`config.mk`:
```
export PLATFORM = sky130hd
export DESIGN_NAME = keypad_debounce_encoder
export DESIGN_NICKNAME = d
export VERILOG_FILES = /design/src/rtl/keypad_debounce_encoder.sv
export SDC_FILE = /design/constraint.sdc
export NUM_CORES = 1
export LEC_CHECK = 0
export ABC_AREA = 1
export CAP_MARGIN = 15
export CORE_MARGIN = 3
export CORE_UTILIZATION = 56
export CTS_BUF_LIST = sky130_fd_sc_hd__clkbuf_8 sky130_fd_sc_hd__clkbuf_16
export CTS_CLUSTER_SIZE = 8
export DETAILED_ROUTE_END_ITERATION = 10
export HOLD_SLACK_MARGIN = 0.08
export MAX_ROUTING_LAYER = met4
export PLACE_DENSITY_LB_ADDON = 0.15
export SETUP_SLACK_MARGIN = 0.05
export SLEW_MARGIN = 15
export SYNTH_ARGS = -nofsm -noshare
export SYNTH_HDL_FRONTEND = slang
export SYNTH_SLANG_ARGS = --single-unit
export TNS_END_PERCENT = 10
```
`constraint.sdc`:
```
create_clock -name clk -period 2.1 [get_ports clk]
set_input_delay 0.21 -clock clk [delete_from_list [all_inputs] [get_ports clk]]
set_output_delay 0.21 -clock clk [all_outputs]
set_load 0.005 [all_outputs]
```
`src/rtl/keypad_debounce_encoder.sv`:
```
// keypad_debounce_encoder: synchronise, debounce and priority-encode a 20-key pad into a keycode with a press strobe
//   clk      : system clock
//   rst_n    : asynchronous active-low reset
//   in_i     : raw key levels, 1 = pressed (bits 0-15 digits, 16-19 commands)
//   out_o    : keycode of the last accepted press (highest set bit wins)
//   strobe_o : one-cycle pulse when a new keycode is valid
//   held_o   : high while a key is accepted and not yet debounced-released
//   KEYPAD_AUTO_REPEAT_EN : when defined, a held key re-strobes after REPEAT_DELAY, then every REPEAT_PERIOD
module keypad_debounce_encoder #(
  parameter int DEBOUNCE_CYCLES = 4,
  parameter int REPEAT_DELAY    = 50,
  parameter int REPEAT_PERIOD   = 10
) (
  input  logic        clk,
  input  logic        rst_n,
  input  logic [19:0] in_i,
  output logic [4:0]  out_o,
  output logic        strobe_o,
  output logic        held_o
);
  localparam int CW = $clog2(DEBOUNCE_CYCLES + 1);
  localparam logic [CW-1:0] DMAX = CW'(DEBOUNCE_CYCLES);
  localparam logic [CW-1:0] ONE = CW'(1);
  typedef enum logic [1:0] {IDLE, DEB_PRESS, HELD, DEB_REL} state_t;
  state_t state_q, state_d;
  logic [19:0] sync_q, s_q, cand_q, cand_d;
  logic [CW-1:0] cnt_q, cnt_d, cnt_inc;
  logic [4:0] out_q, out_d;
  logic strobe_q, strobe_d, rep_hit;
  function automatic logic [4:0] enc(input logic [19:0] v);
    enc = '0;
    for (int i = 0; i < 20; i++) if (v[i]) enc = 5'(i);
  endfunction
  assign cnt_inc = (cnt_q == DMAX) ? cnt_q : cnt_q + 1'b1;
`ifdef KEYPAD_AUTO_REPEAT_EN
  localparam int RW = $clog2(REPEAT_DELAY + REPEAT_PERIOD + 1);
  localparam logic [RW-1:0] RD = RW'(REPEAT_DELAY);
  localparam logic [RW-1:0] RDP = RW'(REPEAT_DELAY + REPEAT_PERIOD);
  logic [RW-1:0] rpt_q, rpt_d, rpt_inc;
  logic hold_tick;
  assign hold_tick = (state_q == HELD) && (s_q != '0);
  assign rpt_inc = rpt_q + 1'b1;
  assign rep_hit = hold_tick && (rpt_inc == RD || rpt_inc == RDP);
  // The count freezes in DEB_REL so a bounce back to HELD resumes the cadence.
  assign rpt_d = hold_tick ? ((rpt_inc == RDP) ? RD : rpt_inc) : (state_q == DEB_REL || state_q == HELD) ? rpt_q : '0;
  always_ff @(posedge clk or negedge rst_n)
    if (!rst_n) rpt_q <= '0;
    else rpt_q <= rpt_d;
`else
  assign rep_hit = (REPEAT_DELAY < 0) && (REPEAT_PERIOD < 0);
`endif
  always_comb begin
    state_d = state_q;
    cand_d = cand_q;
    cnt_d = cnt_q;
    out_d = out_q;
    strobe_d = 1'b0;
    case (state_q)
      IDLE: if (s_q != '0) begin
        cand_d = s_q;
        cnt_d = ONE;
        state_d = (ONE == DMAX) ? HELD : DEB_PRESS;
        out_d = (ONE == DMAX) ? enc(s_q) : out_q;
        strobe_d = (ONE == DMAX);
      end
      DEB_PRESS: if (s_q == '0) state_d = IDLE;
      else if (s_q != cand_q) begin
        cand_d = s_q;
        cnt_d = ONE;
      end else begin
        cnt_d = cnt_inc;
        state_d = (cnt_inc == DMAX) ? HELD : DEB_PRESS;
        out_d = (cnt_inc == DMAX) ? enc(cand_q) : out_q;
        strobe_d = (cnt_inc == DMAX);
      end
      HELD: if (s_q == '0) begin
        cnt_d = ONE;
        state_d = (ONE == DMAX) ? IDLE : DEB_REL;
      end else strobe_d = rep_hit;
      DEB_REL: if (s_q != '0) state_d = HELD;
      else begin
        cnt_d = cnt_inc;
        state_d = (cnt_inc == DMAX) ? IDLE : DEB_REL;
      end
      default: state_d = IDLE;
    endcase
  end
  always_ff @(posedge clk or negedge rst_n)
    if (!rst_n) begin
      state_q <= IDLE;
      sync_q <= '0;
      s_q <= '0;
      cand_q <= '0;
      cnt_q <= '0;
      out_q <= '0;
      strobe_q <= 1'b0;
    end else begin
      state_q <= state_d;
      sync_q <= in_i;
      s_q <= sync_q;
      cand_q <= cand_d;
      cnt_q <= cnt_d;
      out_q <= out_d;
      strobe_q <= strobe_d;
    end
  assign out_o = out_q;
  assign strobe_o = strobe_q;
  assign held_o = (state_q == HELD) || (state_q == DEB_REL);
endmodule

```
* Word level (Yosys, flattened, before mapping)
Index checks and enable logic that the tools add are counted.
** Storage, ports and cells
- Register bits :: 71
- Latch bits :: 0
- Bits in writable memories :: 0
- Memory bits (read-only) :: 0
- Input port bits :: 22
- Output and inout bits :: 7
- Word-level logic and storage cells :: 72
- Memories :: 0
** Operators by class
- Add/subtract/negate cells :: 1
- Multiply operators :: 0
- Div/mod/pow operators :: 0
- Magnitude comparators :: 0
- Equal/unequal tests :: 12
- Shifts and indexed selects :: 0
- Multiplexer cells :: 41
- Bitwise operators :: 2
- Reductions and logical operators :: 9
** Operators with widths (number)
- $mux 5 :: 18
- $mux 20 :: 3
- $pmux 20 s2 :: 1
- $logic_not 20->1 :: 1
- $ne 20x20->1 :: 1
- $reduce_bool 20->1 :: 1
- $mux 3 :: 6
- $mux 2 :: 7
- $pmux 3 s4 :: 1
- $reduce_and 4->1 :: 3
- $ne 2x2->1 const B :: 5
- $pmux 2 s4 :: 1
- $eq 3x3->1 const B :: 2
- $eq 2x2->1 const B :: 2
- $mux 1 :: 4
- $add 3x1->3 const B :: 1
- $ne 3x3->1 const B :: 1
- $reduce_and 3->1 :: 1
- $eq 2x1->1 const B :: 1
- $logic_not 2->1 :: 1
- $not 1->1 :: 2
- $reduce_bool 2->1 :: 1
- $logic_or 1x1->1 :: 1

* Depth between registers and ports, before layout
- Depth after elaboration :: 19
- Gate-level depth with buffers :: 19
- Gate-level depth less buffers :: 19

* Least setup slack after synthesis
No wires, ideal clock.
- Path kind :: reg2reg
- Start :: reg cnt_q[0]
- End :: reg out_q[4], in the netlist out_o[4]
- Setup time :: 0.119 ns
- Data arrival time :: 1.678 ns
- Required time :: 1.981 ns
- Slack :: 0.303 ns
- Stages on the path, launching flop included :: 12
- Buffers on the path :: 0
- Clock period less this slack :: 1.797 ns
- Cell sequence :: dfrtp_1 inv_1 ha_1 nand2_1 xor2_1 nand4_1 inv_1 nand2_1 or2_4 nor2_8 nand3_4 o21a_1
** On the way
- Word-level cells in the longest chain between the ends :: 4
- Elaborated cells on any way between the ends :: 5
- Classes of those cells :: 1 x add/sub; 2 x eq/ne; 1 x mux; 1 x reduce/logical
** Ends and longest elaborated chain
- start: declaration :: RTL line 27 : logic [CW-1:0] cnt_q, cnt_d, cnt_inc;
- start signal: assignment :: RTL line 102 : cnt_q <= cnt_d;
- $add 3x1->3 / $eq 3x3->1 (equally long branches) :: RTL line 34 : assign cnt_inc = (cnt_q == DMAX) ? cnt_q : cnt_q + 1'b1;
- $mux 3 (*) :: RTL line 34
- $eq 3x3->1 (*) :: RTL line 73 : out_d = (cnt_inc == DMAX) ? enc(cand_q) : out_q;
- $reduce_and 4->1 (no line) (*)
- end signal: assignment :: RTL line 103 : out_q <= out_d;
- end: declaration :: RTL line 28 : logic [4:0] out_q, out_d;
Every way passes the cells marked *; elsewhere a longest branch is shown, timed or not.
A chain may end at the register's enable or synchronous reset.

* Worst setup path in the final report
Same ends and word-level chain as after synthesis.

==> results list <==
* Type of element capturing the critical path: register
* Cell type with the largest total area after synthesis: dfrtp_1
* # DRC: 0
* Crit path DAT: between 2 and 2.5 ns
- Total congestion overflow: 0
- After filler insertion, the fill cell instance count of the layout stands at between 300 and 400.
* Post-layout nets: ~360
- Of the synthesized area, sequential elements account for between 60% and 70%.
- DRT iter0 DRCs: approximately 150
- At the pin with the least slew margin, the transition time is roughly 0.66 ns.
* Die Footprint: approximately 6000 µm²
* Launch point of the worst hold path: in_i[15]
* Synthesized Nets: 317
- Final GP Congestion: 0.841
- For this design the ratio of total power to cell area is between 700 and 800 nW/µm².
* Max-slew violations: 0
- The initial utilization of the core area, before any placement, comes to 58.9%.
- The largest single stage delay on the critical path is between 0.4 and 0.5 ns.
- Measured along the x axis, the die boundary spans around 77 µm.
- In this run the biggest area consumer among cell types represents between 60% and 70% of the synthesized area.
- The initial antenna violation count came to 0.
- Instance count of the mapped netlist: just under 300
* Per-instance average area after synthesis: slightly below 10 µm²
- Area of placed instances: ~3200 µm²
- Largest net degree at the start of global routing: just over 40
- Crit path cell chain: inv_2, ha_1, nand2_2, xor2_2, nand4_1, inv_1, nand2_1, or2_4, nor2_8, nand3_4, o21a_1
- Standard-cell rows: 25
- First-pass GRT wire length: a little under 8000 µm
- Wires add up to 4510 µm.
- Headroom to the max-slew limit came out at between 50% and 60%.
- After detailed routing, the average wire length per cell comes to about 11 µm.
- Routed via count: between 1500 and 2000
- The slowest stage of the critical path is the dfrtp_1 cell.
* Max_cap viols: 0
- The floorplan step defined a core boundary enclosing approximately 4800 µm².
- The critical path contains buffers and inverters numbering 2 combined.
- VDD sags by at most ~0.60 mV.
- Yosys printed 0 warnings.
- For this design, the sink count on the clock tree is 71.
- Summing all multi-input logic gate instances after layout gives 868 µm².
- Along the worst hold path, the cell count comes to 1.
- The clock arrives with 0.00339 ns of skew.
* Top post-synthesis cells by area: dfrtp_1 (63%), nand2_1 (11%), inv_1 (6.2%)
- The first TritonRoute pass finished after 4 iterations.
- In this run the count of I/O pins placed on the die edge is 29.
* Diode count: 0
- Combined area of all synthesized cells: 2840 µm²
- Yosys reg bits: roughly 70
- Measured in cells, the most critical reg-to-reg path has a length of 11.
- The flow ran to the end, and the final reports show no timing, DRC or antenna violations.
- STA classifies the critical path startpoint as a register.
- Dividing the detail-routed via count by the number of cells gives between 4 and 5.
- Worst Hold End: sync_q[15]
* H-tree levels: 3
* CTS tree: done
- The worst hold path belongs to the class in -> reg.
- Final Hold Viols: 0
* FF-to-FF setup slack: 0.21 ns
- Count of final setup violators: 0
- In this run the critical register-to-register path is captured at out_o[4].
- CTS clock-pin slew for the worst setup and hold paths: 0.07 ns
* Sequential cell area: approximately 1800 µm²
* Crit share post-route: 90.0%
- CTS Buffer Depth: 2
- Via count of the first global-routing pass: 1810
* Half-perimeter wire length of the detailed placement result: between 3000 and 4000 µm
* Fin Setup TNS: 0 ns
- The finished cells cover 3430 µm².
- Min Tclk post-route: between 1.5 and 2 ns
* Critical path class: reg -> reg
- Cells with a size suffix above 1 make up 10.4% of the layout.
- All-layer global routing usage: 18.0%
- Buffers placed on the I/O ports in this run total 28.
* Unrepaired setup endpoints after global routing: no
- Relative to the synthesized area, the layout overhead comes to 20.9%.
* CTS root buffer: clkbuf_8
- Of all nets on the critical path, the largest fanout is 4.
- Static timing analysis puts the maximum clock frequency at approximately 530 MHz.
* Num CTS Buffers: 9
- Largest delay share family, worst path: simple AND/OR/NAND/NOR gates
- The synthesized netlist contains 27 unique library cells.
- Leakage dissipation: 1.66 nW
* Later-pin clock latency in the skew report: roughly 0.34 ns
- In this run the remaining antenna-violating nets after routing total 0.
- Data required time at the worst endpoint: ~2.3 ns
* FF-to-FF Start: cnt_q[0]
* Vertical extent of the die: between 70 and 80 µm
synth_stat cells:
master    instances
inv_2             1
xnor2_1           5
ha_1              2
nand3_1           2
o21ai_0          22
nor2_8            1
nand3_4           1
nand4_1          16
o21a_1            1
o21ai_2           3
nor4_2            2
clkbuf_2          1
a31oi_1           2
or2_4             1
nor3_1            3
nor2_1           17
buf_4             1
xor2_1            2
o21bai_1          1
buf_2             2
dfrtp_1          71
clkbuf_1          1
nand2_1          83
inv_1            47
nor4_1            1
nand3_2           1
a21oi_1           3
report_power, final:
part / switching (mW) / internal (mW) / leakage [nW]
clock: 0.476 / 0.453 / 0.0881
sequential: 0.0390 / 1.43 / 0.842
combinational: 0.0849 / 0.0747 / 0.725
state kept, by name (all words and copies together) (netlist names):
register,flops
strobe_o,1
cnt_q,3
cand_q,20
sync_q,20
state_q,2
s_q,20
out_o,5
cell families after synthesis:
kind of cell	synth area share [%]
AO/OA/AOI/OAI	6.31
XOR/XNOR	2.16
adder cells (fa/ha/maj)	0.882
buffers and inverters	7.28
flip-flops	62.6
AND/OR/NAND/NOR	20.7
worst reg2reg max path: stages (launching register included):
cell and delay [ns]:
dfrtp_1 0.41, inv_2 0.07, ha_1 0.15, nand2_2 0.08, xor2_2 0.19, nand4_1 0.15
inv_1 0.10, nand2_1 0.05, or2_4 0.29, nor2_8 0.11, nand3_4 0.08, o21a_1 0.11
layer usage:
layer | up-vias | GRT usage (%) | part of all wire, %
met3 | 12 | 5.05 | 4.2
li1 | 992 | - | -
met4 | 0 | 11.7 | 2.8
met5 | - | - | 0
met2 | 36 | 25.7 | 45
met1 | 876 | 22.5 | 48
repair_timing:
item	4_1_cts	5_1_grt
endpoints found under the setup margin	0	5
gates resized for setup	0	4
endpoints found under the hold margin	28	0
setup buffers	0	2
hold buffers	1	0
how the worst max path moves through the flow:
stage / start / endpoint / slack (ns) / depth (start not counted)
floorplan: cnt_q[0] / out_o[4] / 0.30 / 11
global placement: cnt_q[0] / out_o[4] / 0.23 / 11
global route: cand_q[2] / cand_q[19] / 0.06 / 8
detailed placement: cnt_q[0] / out_o[1] / 0.11 / 10
CTS: cnt_q[0] / out_o[1] / 0.09 / 10
finish: cnt_q[0] / out_o[4] / 0.21 / 11
cells in the final DEF (no fill, tap or decap), drive strengths merged:
| cell | netlist | layout |
|---|---|---|
| clkinv | 0 | 4 |
| nor4 | 3 | 3 |
| nor3 | 3 | 3 |
| nand3 | 4 | 4 |
| o21bai | 1 | 1 |
| clkdlybuf4s50 | 0 | 27 |
| nor2 | 18 | 18 |
| xnor2 | 5 | 5 |
| a21oi | 3 | 3 |
| clkinvlp | 0 | 1 |
| buf | 3 | 6 |
| dlygate4sd3 | 0 | 1 |
| inv | 48 | 48 |
| dfrtp | 71 | 71 |
| a31oi | 2 | 2 |
| ha | 2 | 2 |
| clkbuf | 2 | 10 |
| o21ai | 25 | 25 |
| or2 | 1 | 1 |
| xor2 | 2 | 2 |
| nand2 | 83 | 83 |
| nand4 | 16 | 16 |
| o21a | 1 | 1 |
through the flow:
stage / power [mW] / hold WS (ns) / std cells / setup slack (ns) / utilization [%]
after global routing: 2.67 / 0.287 / 404 / 0.0574 / 71.2
after CTS: 2.58 / 0.286 / 402 / 0.0895 / 70.6
final: 2.55 / 0.301 / 404 / 0.210 / 71.2
after detailed placement: 1.65 / 0.283 / 386 / 0.113 / 66.8
after global placement: 1.65 / 0.284 / 386 / 0.231 / 66.8
after floorplan: 1.56 / -0.0856 / 293 / 0.303 / -
cell type report:
class | instances | share of cell area, %
timing repair buffer | 34 | 10.1
inverter | 48 | 5.25
clock buffer | 10 | 4.01
sequential | 71 | 51.8
tap | 67 | 2.44
clock inverter | 5 | 1.02
multi-input combinational | 169 | 25.3
(Power assumes the default switching activity.)
